--- src/rtl/pricer_seq.sv ---
// pricer_seq: job-level sequencer for the American-put binomial engine.
//
// Accepts a step-count command, pulses start to the address generator, times each
// backward-induction step (step i lasts max(i>>2, PIPE_MIN) cycles, i = n..1), waits out
// the pipeline drain, pulses readout, captures the root value and offers it on a
// valid/ready result port.
//
// Optional feature: define PRICER_SEQ_ABORT_EN to add the abort input, which returns any
// busy or DONE state to IDLE on the next edge and pulses err.
//
// Ports:
//   clk, rst              clock, asynchronous active-high reset
//   cmd_valid/cmd_ready   command handshake, cmd_n = number of tree steps
//   start                 one-cycle launch pulse to the address generator
//   n                     latched step count, stable for the whole job
//   readout               one-cycle readout pulse to the datapath
//   res_in                datapath root-node value
//   res_valid/res_ready   result handshake, res_data = captured result
//   busy                  job in flight (LAUNCH..WAITRD)
//   step_idx              current step index
//   cyc_count             cycles from LAUNCH to DONE entry, saturating
//   err                   one-cycle pulse on a rejected (or aborted) command
//   abort                 only with PRICER_SEQ_ABORT_EN
module pricer_seq #(
  parameter int unsigned DW         = 32,
  parameter int unsigned PIPE_MIN   = 30,
  parameter int unsigned PIPE_DEPTH = 30,
  parameter int unsigned RD_LAT     = 2,
  parameter int unsigned N_MIN      = 4,
  parameter int unsigned N_MAX      = 1023
) (
  input  logic          clk,
  input  logic          rst,
`ifdef PRICER_SEQ_ABORT_EN
  input  logic          abort,
`endif
  input  logic          cmd_valid,
  output logic          cmd_ready,
  input  logic [15:0]   cmd_n,
  output logic          start,
  output logic [15:0]   n,
  output logic          readout,
  input  logic [DW-1:0] res_in,
  output logic          res_valid,
  input  logic          res_ready,
  output logic [DW-1:0] res_data,
  output logic          busy,
  output logic [15:0]   step_idx,
  output logic [31:0]   cyc_count,
  output logic          err
);

  typedef enum logic [2:0] {
    StIdle, StLaunch, StStep, StDrain, StRead, StWaitRd, StDone
  } state_e;

  state_e        state_q, state_d;
  logic [15:0]   cnt_q, cnt_d;
  logic [15:0]   step_q, step_d;
  logic [15:0]   n_q, n_d;
  logic [DW-1:0] data_q, data_d;
  logic [31:0]   cyc_q, cyc_d;
  logic          err_q, err_d;
  logic          start_q, start_d;
  logic          readout_q, readout_d;
  logic          abort_w;
  logic          accept;
  logic          legal;

`ifdef PRICER_SEQ_ABORT_EN
  assign abort_w = abort;
`else
  assign abort_w = 1'b0;
`endif

  // Cycles spent on step i: the datapath needs at least PIPE_MIN, wide rows need i/4.
  function automatic logic [15:0] step_len(input logic [15:0] i);
    logic [15:0] s;
    s = i >> 2;
    return (s > 16'(PIPE_MIN)) ? s : 16'(PIPE_MIN);
  endfunction

  assign cmd_ready = (state_q == StIdle) && !abort_w;
  assign accept    = cmd_valid && cmd_ready;
  assign legal     = ({16'd0, cmd_n} >= 32'(N_MIN)) && ({16'd0, cmd_n} <= 32'(N_MAX));

  always_comb begin
    state_d   = state_q;
    cnt_d     = cnt_q;
    step_d    = step_q;
    n_d       = n_q;
    data_d    = data_q;
    cyc_d     = cyc_q;
    err_d     = 1'b0;

    unique case (state_q)
      StIdle: begin
        if (accept) begin
          if (legal) begin
            n_d     = cmd_n;
            step_d  = cmd_n;
            state_d = StLaunch;
          end else begin
            err_d = 1'b1;
          end
        end
      end
      StLaunch: begin
        cnt_d   = step_len(step_q);
        cyc_d   = 32'd1;
        state_d = StStep;
      end
      StStep: begin
        if (cnt_q == 16'd1) begin
          if (step_q == 16'd1) begin
            cnt_d   = 16'(PIPE_DEPTH);
            state_d = StDrain;
          end else begin
            step_d = step_q - 16'd1;
            cnt_d  = step_len(step_q - 16'd1);
          end
        end else begin
          cnt_d = cnt_q - 16'd1;
        end
      end
      StDrain: begin
        if (cnt_q == 16'd1) state_d = StRead;
        else                cnt_d   = cnt_q - 16'd1;
      end
      StRead: begin
        cnt_d   = 16'(RD_LAT);
        state_d = StWaitRd;
      end
      StWaitRd: begin
        if (cnt_q == 16'd1) begin
          data_d  = res_in;
          state_d = StDone;
        end else begin
          cnt_d = cnt_q - 16'd1;
        end
      end
      StDone: begin
        if (res_ready) state_d = StIdle;
      end
      default: state_d = StIdle;
    endcase

    // Count every cycle after LAUNCH up to DONE entry; LAUNCH itself reloads to 1.
    if ((state_q == StStep) || (state_q == StDrain) || (state_q == StRead) ||
        (state_q == StWaitRd)) begin
      if (cyc_q != 32'hFFFF_FFFF) cyc_d = cyc_q + 32'd1;
    end

    if (abort_w && (state_q != StIdle)) begin
      state_d = StIdle;
      data_d  = data_q;
      err_d   = 1'b1;
    end

    // Pulses are registered off the state so they can never glitch or overlap.
    start_d   = (state_q == StLaunch) && !abort_w;
    readout_d = (state_q == StRead) && !abort_w;
  end

  always_ff @(posedge clk or posedge rst) begin
    if (rst) begin
      state_q   <= StIdle;
      cnt_q     <= '0;
      step_q    <= '0;
      n_q       <= '0;
      data_q    <= '0;
      cyc_q     <= '0;
      err_q     <= 1'b0;
      start_q   <= 1'b0;
      readout_q <= 1'b0;
    end else begin
      state_q   <= state_d;
      cnt_q     <= cnt_d;
      step_q    <= step_d;
      n_q       <= n_d;
      data_q    <= data_d;
      cyc_q     <= cyc_d;
      err_q     <= err_d;
      start_q   <= start_d;
      readout_q <= readout_d;
    end
  end

  assign start     = start_q;
  assign readout   = readout_q;
  assign n         = n_q;
  assign res_data  = data_q;
  assign step_idx  = step_q;
  assign cyc_count = cyc_q;
  assign err       = err_q;
  assign res_valid = (state_q == StDone);
  assign busy      = (state_q == StLaunch) || (state_q == StStep) || (state_q == StDrain) ||
                     (state_q == StRead) || (state_q == StWaitRd);

endmodule

--- config.mk ---
export PLATFORM = sky130hd
export DESIGN_NAME = pricer_seq
export DESIGN_NICKNAME = d
export VERILOG_FILES = /design/src/rtl/pricer_seq.sv
export SDC_FILE = /design/constraint.sdc
export NUM_CORES = 1
export LEC_CHECK = 0
export ABC_AREA = 1
export BUFFER_PORTS_ARGS = -buffer_cell sky130_fd_sc_hd__clkbuf_2
export CAP_MARGIN = 0
export CORE_ASPECT_RATIO = 1.4
export CORE_MARGIN = 8
export CORE_UTILIZATION = 40
export CTS_CLUSTER_DIAMETER = 40
export CTS_CLUSTER_SIZE = 16
export DETAILED_ROUTE_END_ITERATION = 6
export SYNTH_ARGS = -nofsm -noshare
export SYNTH_HDL_FRONTEND = slang
export SYNTH_SLANG_ARGS = --single-unit
--- constraint.sdc ---
create_clock -name clk -period 6.4 [get_ports clk]
set_input_delay 1.28 -clock clk [delete_from_list [all_inputs] [get_ports clk]]
set_output_delay 1.28 -clock clk [all_outputs]
set_load 0.02 [all_outputs]
# After elaboration in Yosys (flattened, before gate mapping)
# Index checks and enable logic that the tools add are counted.
# W data, S select, Z words.
dict set report op_classes {
  div_mod_pow 0
  n_shift 0
  bitwise 0
  eq_ne 18
  reduce_logical 18
  n_mul 0
  addsub 3
  muxes 25
  n_lt_le_gt_ge 4
}
# operator n
set ops {}
lappend ops {{$mux W16} 6}
lappend ops {{$mux W32} 3}
lappend ops {{$pmux W16 S4} 1}
lappend ops {{$mux W14} 3}
lappend ops {{$add A32 B1 Y32 const B} 1}
lappend ops {{$eq A16 B1 Y1 const B} 2}
lappend ops {{$ne A32 B32 Y1 const B} 1}
lappend ops {{$pmux W16 S2} 1}
lappend ops {{$sub A16 B1 Y16 const B} 2}
lappend ops {{$gt A14 B5 Y1 const B} 2}
lappend ops {{$mux W3} 7}
lappend ops {{$pmux W3 S7} 1}
lappend ops {{$ge A16 B3 Y1 const B} 1}
lappend ops {{$le A16 B10 Y1 const B} 1}
lappend ops {{$ne A2 B2 Y1 const B} 6}
lappend ops {{$eq A3 B3 Y1 const B} 3}
lappend ops {{$logic_or A1 B1 Y1} 7}
lappend ops {{$reduce_and A7 Y1} 1}
lappend ops {{$eq A3 B2 Y1 const B} 2}
lappend ops {{$ne A2 B1 Y1 const B} 3}
lappend ops {{$reduce_and A5 Y1} 1}
lappend ops {{$reduce_and A2 Y1} 2}
lappend ops {{$reduce_bool A4 Y1} 1}
lappend ops {{$eq A3 B1 Y1 const B} 1}
lappend ops {{other kinds (6)} 9}
dict set report word_totals {
  ramBits 0
  ff_bits 118
  latchBits 0
  memories 0
  out_inout_bits 102
  wordCells 77
  in_bits 52
  mem_bits_ro 0
}

# Depth between registers and ports, before layout
# Gate-level depths: netlist (run 1).
dict set report logic_depth {
  word_depth 6
  depth_mapped 16
}

# Worst setup path after synthesis (run 1)
# OpenSTA, ideal clock, no wires.
dict set report synth_timing {
  kind {input port to flip-flop}
  start {in cmd_n[12]}
  end {reg step_q[14], in the netlist step_idx[14]}
  n_path_buf 1
  setup_time_ns 0.136
  slack_ns 3.881
  path_stages 9
  arrival_ns 2.383
  path_cell_list {nor2_1 > nand2_1 > nor3_1 > nand2_1 > o21ai_0 > nand2_1 > nor2_4 > buf_2 > o32ai_1}
}
dict set report synth_via {
  elab_chain_len 4
  elab_cells_between_ends 5
  cone_classes {2 x order compare; 1 x eq/ne; 2 x reduce/logical}
}
# item line
set synth_lines {}
lappend synth_lines {{from (decl)} 39} ;# input logic [15:0] cmd_n,
lappend synth_lines {{$ge A16 B3 Y1 / $le A16 B10 Y1 (equally long branches)} 85} ;# assign legal = ({16'd0, cmd_n} >= 32'(N_MIN)) && ({16'd0, cmd_n} <= 32'(N_MAX));
lappend synth_lines {{$logic_and A1 B1 Y1 (*)} 85}
lappend synth_lines {{$ne A2 B1 Y1 (no line) (*)} n/a}
lappend synth_lines {{$reduce_and A5 Y1 (no line) (*)} n/a}
lappend synth_lines {{to (signal assigned)} 179} ;# step_q <= step_d;
lappend synth_lines {{to (decl)} 59} ;# logic [15:0] step_q, step_d;
# Mark *: on every way between the ends. The rest lies on a longest branch, timed or not.
# A chain may end at the register's enable or synchronous reset.

# Worst setup path in the final report (run 1)
dict set report layout_timing {
  start {reg state_q[1]}
  end {out busy}
}
dict set report layout_via {
  elab_chain_len 5
  elab_cells_between_ends 9
  cone_classes {5 x eq/ne; 4 x reduce/logical}
}
# item line
set layout_lines {}
lappend layout_lines {{from (decl)} 57} ;# state_e state_q, state_d;
lappend layout_lines {{from (signal assigned)} 167} ;# state_q <= StIdle;
lappend layout_lines {{from (signal assigned)} 177} ;# state_q <= state_d;
lappend layout_lines {{$eq A3 B1 Y1 / $eq A3 B2 Y1 (equally long branches)} 197} ;# assign busy = (state_q == StLaunch) || (state_q == StStep) || (state_q == StDrain) ||
lappend layout_lines {{$logic_or A1 B1 Y1 (3 in series)} 197}
lappend layout_lines {{$logic_or A1 B1 Y1 (*)} 198} ;# (state_q == StRead) || (state_q == StWaitRd);
lappend layout_lines {{to (decl)} 47} ;# output logic busy,
# Marked as above.

==> impl_results.md, run 1 <==
- Synthesis-to-finish area growth: 22.8%
- Register area share after synthesis: 43.0%
- Drt first pass iters: 5
- Design Power: 0.00346 W
- Synth warn: 0
- Final Util: 50.2%
- Most common flop cell mapped by yosys: dfrtp_1
- Placer Congestion: 0.936
- Final period util: 51.7%
- Port-buffer cells: 153
- Via-to-Cell Ratio: 5.16
- Max VDD drop: 0.179 mV
- Flop and latch count out of synthesis: 118
- Nets: 1079
- CTS clk-pin slew, worst paths: 0.06 ns
- Antenna viol nets, final: 0
- Root buffer cell: clkbuf_16
- Worst Path Buf+Inv: 2
- First-pass GRT wire length: 34.0 mm
- Syn Inst Count: 871
- Final hold viol count: 0
- Post-Synthesis Cell Area: 6870 um2
- CTS tree: built
- CTS resizes: 0
- I/O Pins: 154
- Syn_area_per_cell: 7.89 um2
- EDFF count, synth: 0
- Num CTS Buffers: 17
- Max_slew headroom: 34.8%
- Slowest stage cell on the critical path: dfrtp_1
- Wire per inst: 16.7 um
- Maximum root-to-sink buffer count: 2
- DRC Markers: 0
- Post-CTS Hold Buffers: 0
- # fillers: 1691
- Largest net degree at the start of global routing: 79
- Placed insts: 1204
- CP Class: reg2out
- Crit Path Max Fanout: 18
- Dpl hpwl: 15.5 mm
- Outcome: finished clean
- Starting Density: 40.8%
- Layout cells sized above 1: 24.9%
- Worst hold slack: 0.465 ns
- DIE AREA: 21700 um2
- Setup crit end kind: output pin
- H-tree depth: 4
- Initial antenna violation count: 0
- Final Max Slew Viols: 0
- Postcts setup bufs: 0
- Syn_nets: 930
- Least-Margin Pin Slew: 0.978 ns
- Worst-Skew Late Latency: 0.42 ns
- Die H: 171 um
- Final min period: 3.31 ns
- Drt first-iter violations: 358
- Crit-path max cell delay: 0.45 ns
- Vias in the first global route: 6556
- Overflow after GRT: 0
- Final non-filler cell total: 1236
- Final setup vio count: 0
- WP data required: 5.12 ns
- Setup Skew: 0.0103 ns
- Post-synth cell types: 41
- GRT Overall Usage: 19.9%
- Max Freq: 302 MHz
- Diodes inserted: 0
- Vias: 6372
- Worst Hold Class: reg2reg
- Setup TNS Final: 0 ns
- Row cnt: 56
- CP Launch Type: flop
- Die X: 127 um
- Crit path DAT: 2.03 ns
- CP delay by family, top: simple AND/OR/NAND/NOR gates
- RSZ-0062 raised after global routing: no
- Clock sink count: 118
- Async SR Flop Fraction: 100%
- Final WL: 20.6 mm
- Placeable Area: 16800 um2
- Max-cap viol count: 0
- P_leak: 4.24 nW
- PD cells: 410 nW/um2
- CP cell instances: nand2_1 > nor2_4 > inv_2 > nand4_1 > clkbuf_2
==> metal layers <==
layer / share of wire, % / global-route usage [%]
met5: 0 / 0
met4: 3.6 / 10.2
met3: 4.9 / 4.52
met2: 53 / 35.7
met1: 38 / 21.5
==> tightest hold or removal path, cell delays in order (launching register included) <==
cell and delay (ns):
dfrtp_1 0.34, nand2_1 0.05, inv_1 0.04
==> cells in the mapped netlist, types with 7 or more instances <==
cell type	n	area [um2]
nor2_1	86	323
dfrtp_1	118	2950
nand4_1	16	100
nand3_1	54	270
nor3_1	19	95.1
inv_2	9	33.8
a21oi_1	21	105
xnor2_1	10	87.6
o21ai_0	71	355
xor2_1	29	254
o211ai_1	12	90.1
ha_1	7	87.6
nor4_1	8	50.1
mux2_2	35	394
buf_2	11	55.1
clkbuf_1	13	48.8
inv_1	82	308
nand2_1	216	811
==> state kept, by name, summed over array words and instances, names as in the netlist <==
signal,cells
readout,1
start,1
state_q,3
step_idx,16
res_data,32
err,1
cnt_q,16
n,16
cyc_count,32
==> metrics by stage <==
step	worst slack, ns	cell area (um2)
3_5_place_dp	3.39	7790
4_1_cts	3.05	8440
3_3_place_gp	3.43	7790
6_report	3.09	8440
5_1_grt	2.90	8440
2_1_floorplan	1.99	6870
==> worst paths after layout <==
check                                start  slack (ns)            end  depth (start not counted)
worst min-delay path                 n[15]        0.47          n[15]                          2
worst max-delay path            state_q[1]        3.09           busy                          5
worst min register to register       n[15]        0.47          n[15]                          2
max in group asynchronous              rst        4.21  cyc_count[11]                          3
worst max register to register  state_q[1]        3.58   cyc_count[0]                          9
min in group asynchronous              rst        1.07   res_data[19]                          2
==> power breakdown <==
part	total [W]	internal (W)	switching, W	leakage, nW
clock network	0.00105	0.000663	0.000384	0.317
registers	0.00101	0.000877	0.000133	1.52
logic	0.00141	0.000407	0.00100	2.41
total	0.00346	0.00195	0.00152	4.24
==> logic make-up after synthesis <==
logic type | synth area share, %
simple gates | 26.7
mux | 5.74
compound gates | 11.5
fa+ha+maj | 1.27
xor+xnor | 4.97
buf+inv | 6.89
flops | 43.0
==> placed cells by master, fill, tap and decap left out, types with 9 or more instances in the layout <==
cell type and instances:
nand2_1 216, clkbuf_2 153, dfrtp_1 118, nor2_1 86
inv_1 81, o21ai_0 71, nand3_1 54, mux2_2 35
xor2_1 29, a21oi_1 21, nor3_1 19, clkbuf_16 17
nand4_1 16, o211ai_1 12, xnor2_1 10, inv_2 9
==> final cells by class <==
cell class                      count  area (um2)  share of cell area, %
Multi-Input combinational cell    634        3440                   40.8
Inverter                           92         348                   4.12
Clock buffer                       17         425                   5.04
Timing Repair Buffer              157         796                   9.43
Tap cell                          203         254                   3.01
Clock inverter                     15         218                   2.58
Sequential cell                   118        2950                   35.0
Power figures use the tool's default switching activity.
==> inputs of run 2 (changes only) <==
Clock period 6.4 ns to 3.05 ns, I/O delays scaled along.
==> run 2 against run 1 <==
Against the previous run:
- non-clock buffer count rose by 9
- count of clock-buffer cells in the layout stayed put
- first-iteration DRC count decreased by 8.4%
- worst setup slack got worse by 2.5 ns
- die area unchanged
- critical path type unchanged
- largest cell class unchanged
- highest routed layer unchanged
==> impl_results.md, run 2 (same netlist as run 1, synthesis figures left out) <==
- Outcome: finished clean
- Final min period: 2.44 ns
- Clock sink count: 118 (unchanged)
- CTS resizes: 0 (unchanged)
- Starting Density: 40.8% (unchanged)
- Dpl hpwl: 16.1 mm (+3.5%)
- Met1 GRT Util: 20.6% (-0.88 points)
- Antenna viol nets, final: 0 (unchanged)
- Initial antenna violation count: 0 (unchanged)
- Met3 Resource Use GR: 3.89% (-0.62 points)
- Most frequent cells in the layout: nand2_1 (216), clkbuf_2 (153), dfrtp_1 (118)
- Crit-path max cell delay: 0.45 ns (about the same)
- Final WL: 20.7 mm (+0.40%)
- Max VDD drop: 0.425 mV (+140%)
- Overflow after GRT: 0 (unchanged)
- Drt first pass iters: 5 (unchanged)
- Net Sw Frac: 45.7% (+1.9 points)
- CTS clk-pin slew, worst paths: 0.06 ns (about the same)
- CP Class: reg2out
- Nets: 1088 (+0.83%)
- Final hold viol count: 0 (unchanged)
- Row cnt: 56 (unchanged)
- Synthesis-to-finish area growth: 22.2%
- Setup crit end kind: output pin
- Reg power frac: 30.4% (+1.2 points)
- Maximum root-to-sink buffer count: 2 (unchanged)
- Worst-Skew Late Latency: 0.42 ns (about the same)
- Placeable Area: 16800 um2 (unchanged)
- Die X: 127 um (unchanged)
- Least-Margin Pin Slew: 0.890 ns (-0.0887 ns)
- P_leak: 4.22 nW (-0.55%)
- Pint: 0.00378 W (+94%)
- I/O Pins: 154 (unchanged)
- Crit Path Max Fanout: 17 (-1)
- Postcts setup bufs: 0 (unchanged)
- Placer Congestion: 0.977 (+4.3%)
- Post-CTS Hold Buffers: 0 (unchanged)
- Gate power share: 43.7% (+3.1 points)
- CP Launch Type: flop
- Drt first-iter violations: 328 (-8.4%)
- GRT Overall Usage: 19.4% (-0.42 points)
- DRC Markers: 0 (unchanged)
- Max_slew headroom: 39.9% (+5.2 points)
- Slowest stage cell on the critical path: dfrtp_1
- Setup TNS Final: 0 ns (unchanged)
- Final setup vio count: 0 (unchanged)
- Worst Slack Setup Final: 0.607 ns (-2.49 ns)
- PD cells: 829 nW/um2 (+100%)
- Diodes inserted: 0 (unchanged)
- Max-cap viol count: 0 (unchanged)
- Worst Hold Class: in2async
- NetSw: 0.00318 W (+110%)
- H-tree depth: 4 (unchanged)
- Clk network pwr share: 25.9% (-4.3 points)
- Final non-filler cell total: 1243 (+0.57%)
- Layout cells sized above 1: 25.5% (+0.60 points)
- RSZ-0062 raised after global routing: no
- Vias in the first global route: 6380 (-2.7%)
- Wire per inst: 16.6 um (-0.17%)
- Largest net degree at the start of global routing: 51 (-35%)
- Placed insts: 1213 (+0.75%)
- GR peak layer: met2
- WP data required: 2.44 ns (-2.68 ns)
- Port-buffer cells: 153 (unchanged)
- Via-to-Cell Ratio: 5.15 (about the same)
- CP cell instances: nand2_1 > nor2_4 > inv_2 > nand4_1 > clkbuf_2
- Max Freq: 409 MHz
- Most common cell after layout, fill and taps aside: nand2_1
- Final Max Slew Viols: 0 (unchanged)
- Crit path DAT: 1.83 ns (-0.20 ns)
- Die H: 171 um (unchanged)
- Post-Place Cell Area: 7870 um2 (+0.92%)
- Dpl ws: 0.530 ns (-2.86 ns)
- Final Instance Area: 8390 um2 (-0.50%)
- DIE AREA: 21700 um2 (unchanged)
- Final period util: 80.1%
- Design Power: 0.00695 W (+100%)
- CTS tree: built
- Num CTS Buffers: 17 (unchanged)
- Root buffer cell: clkbuf_16
- Setup Skew: 0.00715 ns (-0.00314 ns)
- First-pass GRT wire length: 33.3 mm (-2.1%)
- GRT met2 Usage: 36.7% (+0.98 points)
- Vias: 6403 (+0.49%)
## run 2: cell types whose count changed in the layout (fill, tap and decap cells not counted), moves of 2 or more
| cell | change |
|---|---|
| inv_8 | -2 |
| clkinvlp_4 | +3 |
| clkinv_4 | +2 |
| bufinv_16 | -4 |
| buf_4 | +9 |
## run 2: worst paths after layout
kind	endpoint	from	slack (ns)	cells after the start
hold reg to reg	n[13]	n[13]	0.46	2
setup reg to reg	cyc_count[9]	cyc_count[1]	0.69	12
max in group asynchronous	res_data[16]	rst	1.93	3
min in group clk	res_data[18]	res_in[18]	0.42	2
setup / recovery	busy	state_q[1]	0.61	5
hold / removal	cnt_q[13]	rst	0.29	2
## run 2: power groups by stage
stage / registers (W) / clock network, W / logic (W)
floorplan: 0.00226 / 0 / 0.00202
global placement: 0.00214 / 0 / 0.00301
detailed placement: 0.00214 / 0 / 0.00304
CTS: 0.00211 / 0.00184 / 0.00305
global route: 0.00216 / 0.00190 / 0.00341
finish: 0.00212 / 0.00180 / 0.00304
## run 2: routing by layer
metal | vias up | part of all wire, % | routed length, um
met5 | - | 0 | 0
met4 | 0 | 2.6 | 544
met3 | 38 | 4.3 | 880
met2 | 159 | 54 | 11100
met1 | 3014 | 39 | 8110
li1 | 3192 | - | -
## run 2: cell type report
type	count	area, um2
tap	203	254
multi-input combinational	634	3450
inverter	92	349
clock buffer	17	425
sequential	118	2950
timing repair buffer	166	863
fill	1730	8420
clock inverter	13	104
## run 2: through the flow
| step | hold WS [ns] | utilization [%] |
|---|---|---|
| after floorplan | 0.471 | - |
| after global placement | 0.449 | 46.8 |
| after detailed placement | 0.452 | 46.8 |
| after CTS | 0.314 | 49.9 |
| after global routing | 0.337 | 49.9 |
| final | 0.294 | 49.9 |
## run 2: critical path: cells and delay by family, from the launching register on
kind,cells,cell delay [ns]
buffers and inverters,2,0.50
and+or+nand+nor,3,0.47
DFF,1,0.45
==> inputs of run 3 (changes only) <==
Clock period 3.05 ns to 2.5 ns, I/O delays scaled along.
==> run 3 against run 2 <==
Against the previous run:
- cell count rose by 0.64%
- worst hold slack got worse by 0.22 ns
- die area did not move
- flip-flop and latch count did not move
- global-route usage rose by 0.45 points
- total power rose by 28%
- critical endpoint unchanged
==> impl_results.md, run 3 (same netlist as run 1, synthesis figures left out) <==
- Root buffer cell: clkbuf_16
- Final Max Slew Viols: 0 (unchanged)
- Max VDD drop: 0.445 mV (+4.9%)
- Crit path DAT: 1.73 ns (-0.10 ns)
- CTS tree: built
- Antenna viol nets, final: 0 (unchanged)
- PD cells: 1040 nW/um2 (+26%)
- DIE AREA: 21700 um2 (unchanged)
- Most common cell after layout, fill and taps aside: nand2_1
- Setup crit end kind: output pin
- Overflow after GRT: 0 (unchanged)
- Nets: 1095 (+0.64%)
- Final WL: 20.9 mm (+1.2%)
- Max_slew headroom: 39.8% (-0.13 points)
- Post-CTS Hold Buffers: 0 (unchanged)
- Num CTS Buffers: 17 (unchanged)
- Largest net degree at the start of global routing: 51 (unchanged)
- CTS clk-pin slew, worst paths: 0.06 ns (about the same)
- First-pass GRT wire length: 33.7 mm (+1.3%)
- Placer Congestion: 0.932 (-4.6%)
- Initial antenna violation count: 0 (unchanged)
- Setup TNS Final: 0 ns (unchanged)
- DRC Markers: 0 (unchanged)
- Row cnt: 56 (unchanged)
- Final setup vio count: 0 (unchanged)
- Port-buffer cells: 153 (unchanged)
- Outcome: finished clean
- CP Class: reg2out
- Crit Path Max Fanout: 9 (-8)
- Drt first-iter violations: 401 (+22%)
- Least-Margin Pin Slew: 0.892 ns (+0.00194 ns)
- Worst Hold Class: in2async
- P_leak: 4.30 nW (+1.9%)
- WP data required: 2.00 ns (-0.44 ns)
- Max Freq: 448 MHz
- Placeable Area: 16800 um2 (unchanged)
- Diodes inserted: 0 (unchanged)
- Layout cells sized above 1: 25.9% (+0.38 points)
- Dpl hpwl: 16.3 mm (+1.5%)
- Maximum root-to-sink buffer count: 2 (unchanged)
- Starting Density: 40.8% (unchanged)
- Via-to-Cell Ratio: 5.19 (+0.68%)
- Worst-Skew Late Latency: 0.42 ns (about the same)
- Wire per inst: 16.7 um (+0.60%)
- Most frequent cells in the layout: nand2_1 (216), clkbuf_2 (153), dfrtp_1 (118)
- Final Instance Area: 8560 um2 (+2.0%)
- H-tree depth: 4 (unchanged)
- Final period util: 89.4%
- Die X: 127 um (unchanged)
- Vias in the first global route: 6514 (+2.1%)
- Final min period: 2.23 ns
- Max-cap viol count: 0 (unchanged)
- CP Launch Type: flop
- RSZ-0062 raised after global routing: no
- Die H: 171 um (unchanged)
- Setup Skew: 0.0127 ns (+0.00555 ns)
- Postcts setup bufs: 0 (unchanged)
- Vias: 6488 (+1.3%)
- Clock sink count: 118 (unchanged)
- Post-Place Cell Area: 7940 um2 (+0.99%)
- I/O Pins: 154 (unchanged)
- GRT Overall Usage: 19.9% (+0.45 points)
- Drt first pass iters: 5 (unchanged)
- Synthesis-to-finish area growth: 24.7%
- CTS resizes: 0 (unchanged)
- Final hold viol count: 0 (unchanged)
run 3: worst max-delay path, cell delays in order (launching register included):
cell	delay, ns
dfrtp_1	0.57
inv_2	0.11
nand2_1	0.16
nand4_1	0.23
clkbuf_2	0.24
run 3: path summary, 6_finish.rpt:
| check | start | to | slack [ns] | cells after the start |
|---|---|---|---|---|
| max in group asynchronous | rst | n[2] | 1.78 | 3 |
| min in group clk | res_in[23] | res_data[23] | 0.31 | 2 |
| hold reg to reg | n[13] | n[13] | 0.46 | 2 |
| setup reg to reg | step_idx[6] | cnt_q[0] | 0.29 | 12 |
| setup / recovery | state_q[2] | busy | 0.27 | 4 |
| hold / removal | rst | start | 0.08 | 2 |
run 3: through the flow:
step           instances  worst slack [ns]  hold slack (ns)  power (W)  util [%]
3_3_place_gp        1220             0.329            0.449    0.00633      47.2
3_5_place_dp        1220             0.294            0.451    0.00636      47.2
6_report            1251             0.266           0.0788    0.00894      50.9
4_1_cts             1251             0.270           0.0815    0.00901      50.9
2_1_floorplan        871             0.545            0.471    0.00521         -
5_1_grt             1251           0.00902           0.0933    0.00960      50.9
run 3: final cells by class:
class | count | area, um2
fill | 1708 | 8250
timing repair buffer | 173 | 941
multi-input combinational | 634 | 3450
sequential | 118 | 2950
clock buffer | 20 | 447
tap | 203 | 254
clock inverter | 11 | 174
inverter | 92 | 349
run 3: layer usage:
metal / vias up / routed length, um / track usage [%]
met5: - / 0 / 0
met4: 0 / 727 / 10.2
met3: 42 / 857 / 3.71
met2: 171 / 11200 / 36.4
met1: 3061 / 8100 / 21.5
li1: 3214 / - / -
run 3: power breakdown:
group / total (W) / internal [W] / switching, W
clock network: 0.00260 / 0.00169 / 0.000909
registers: 0.00256 / 0.00225 / 0.000315
logic: 0.00377 / 0.00115 / 0.00262
total: 0.00894 / 0.00509 / 0.00384
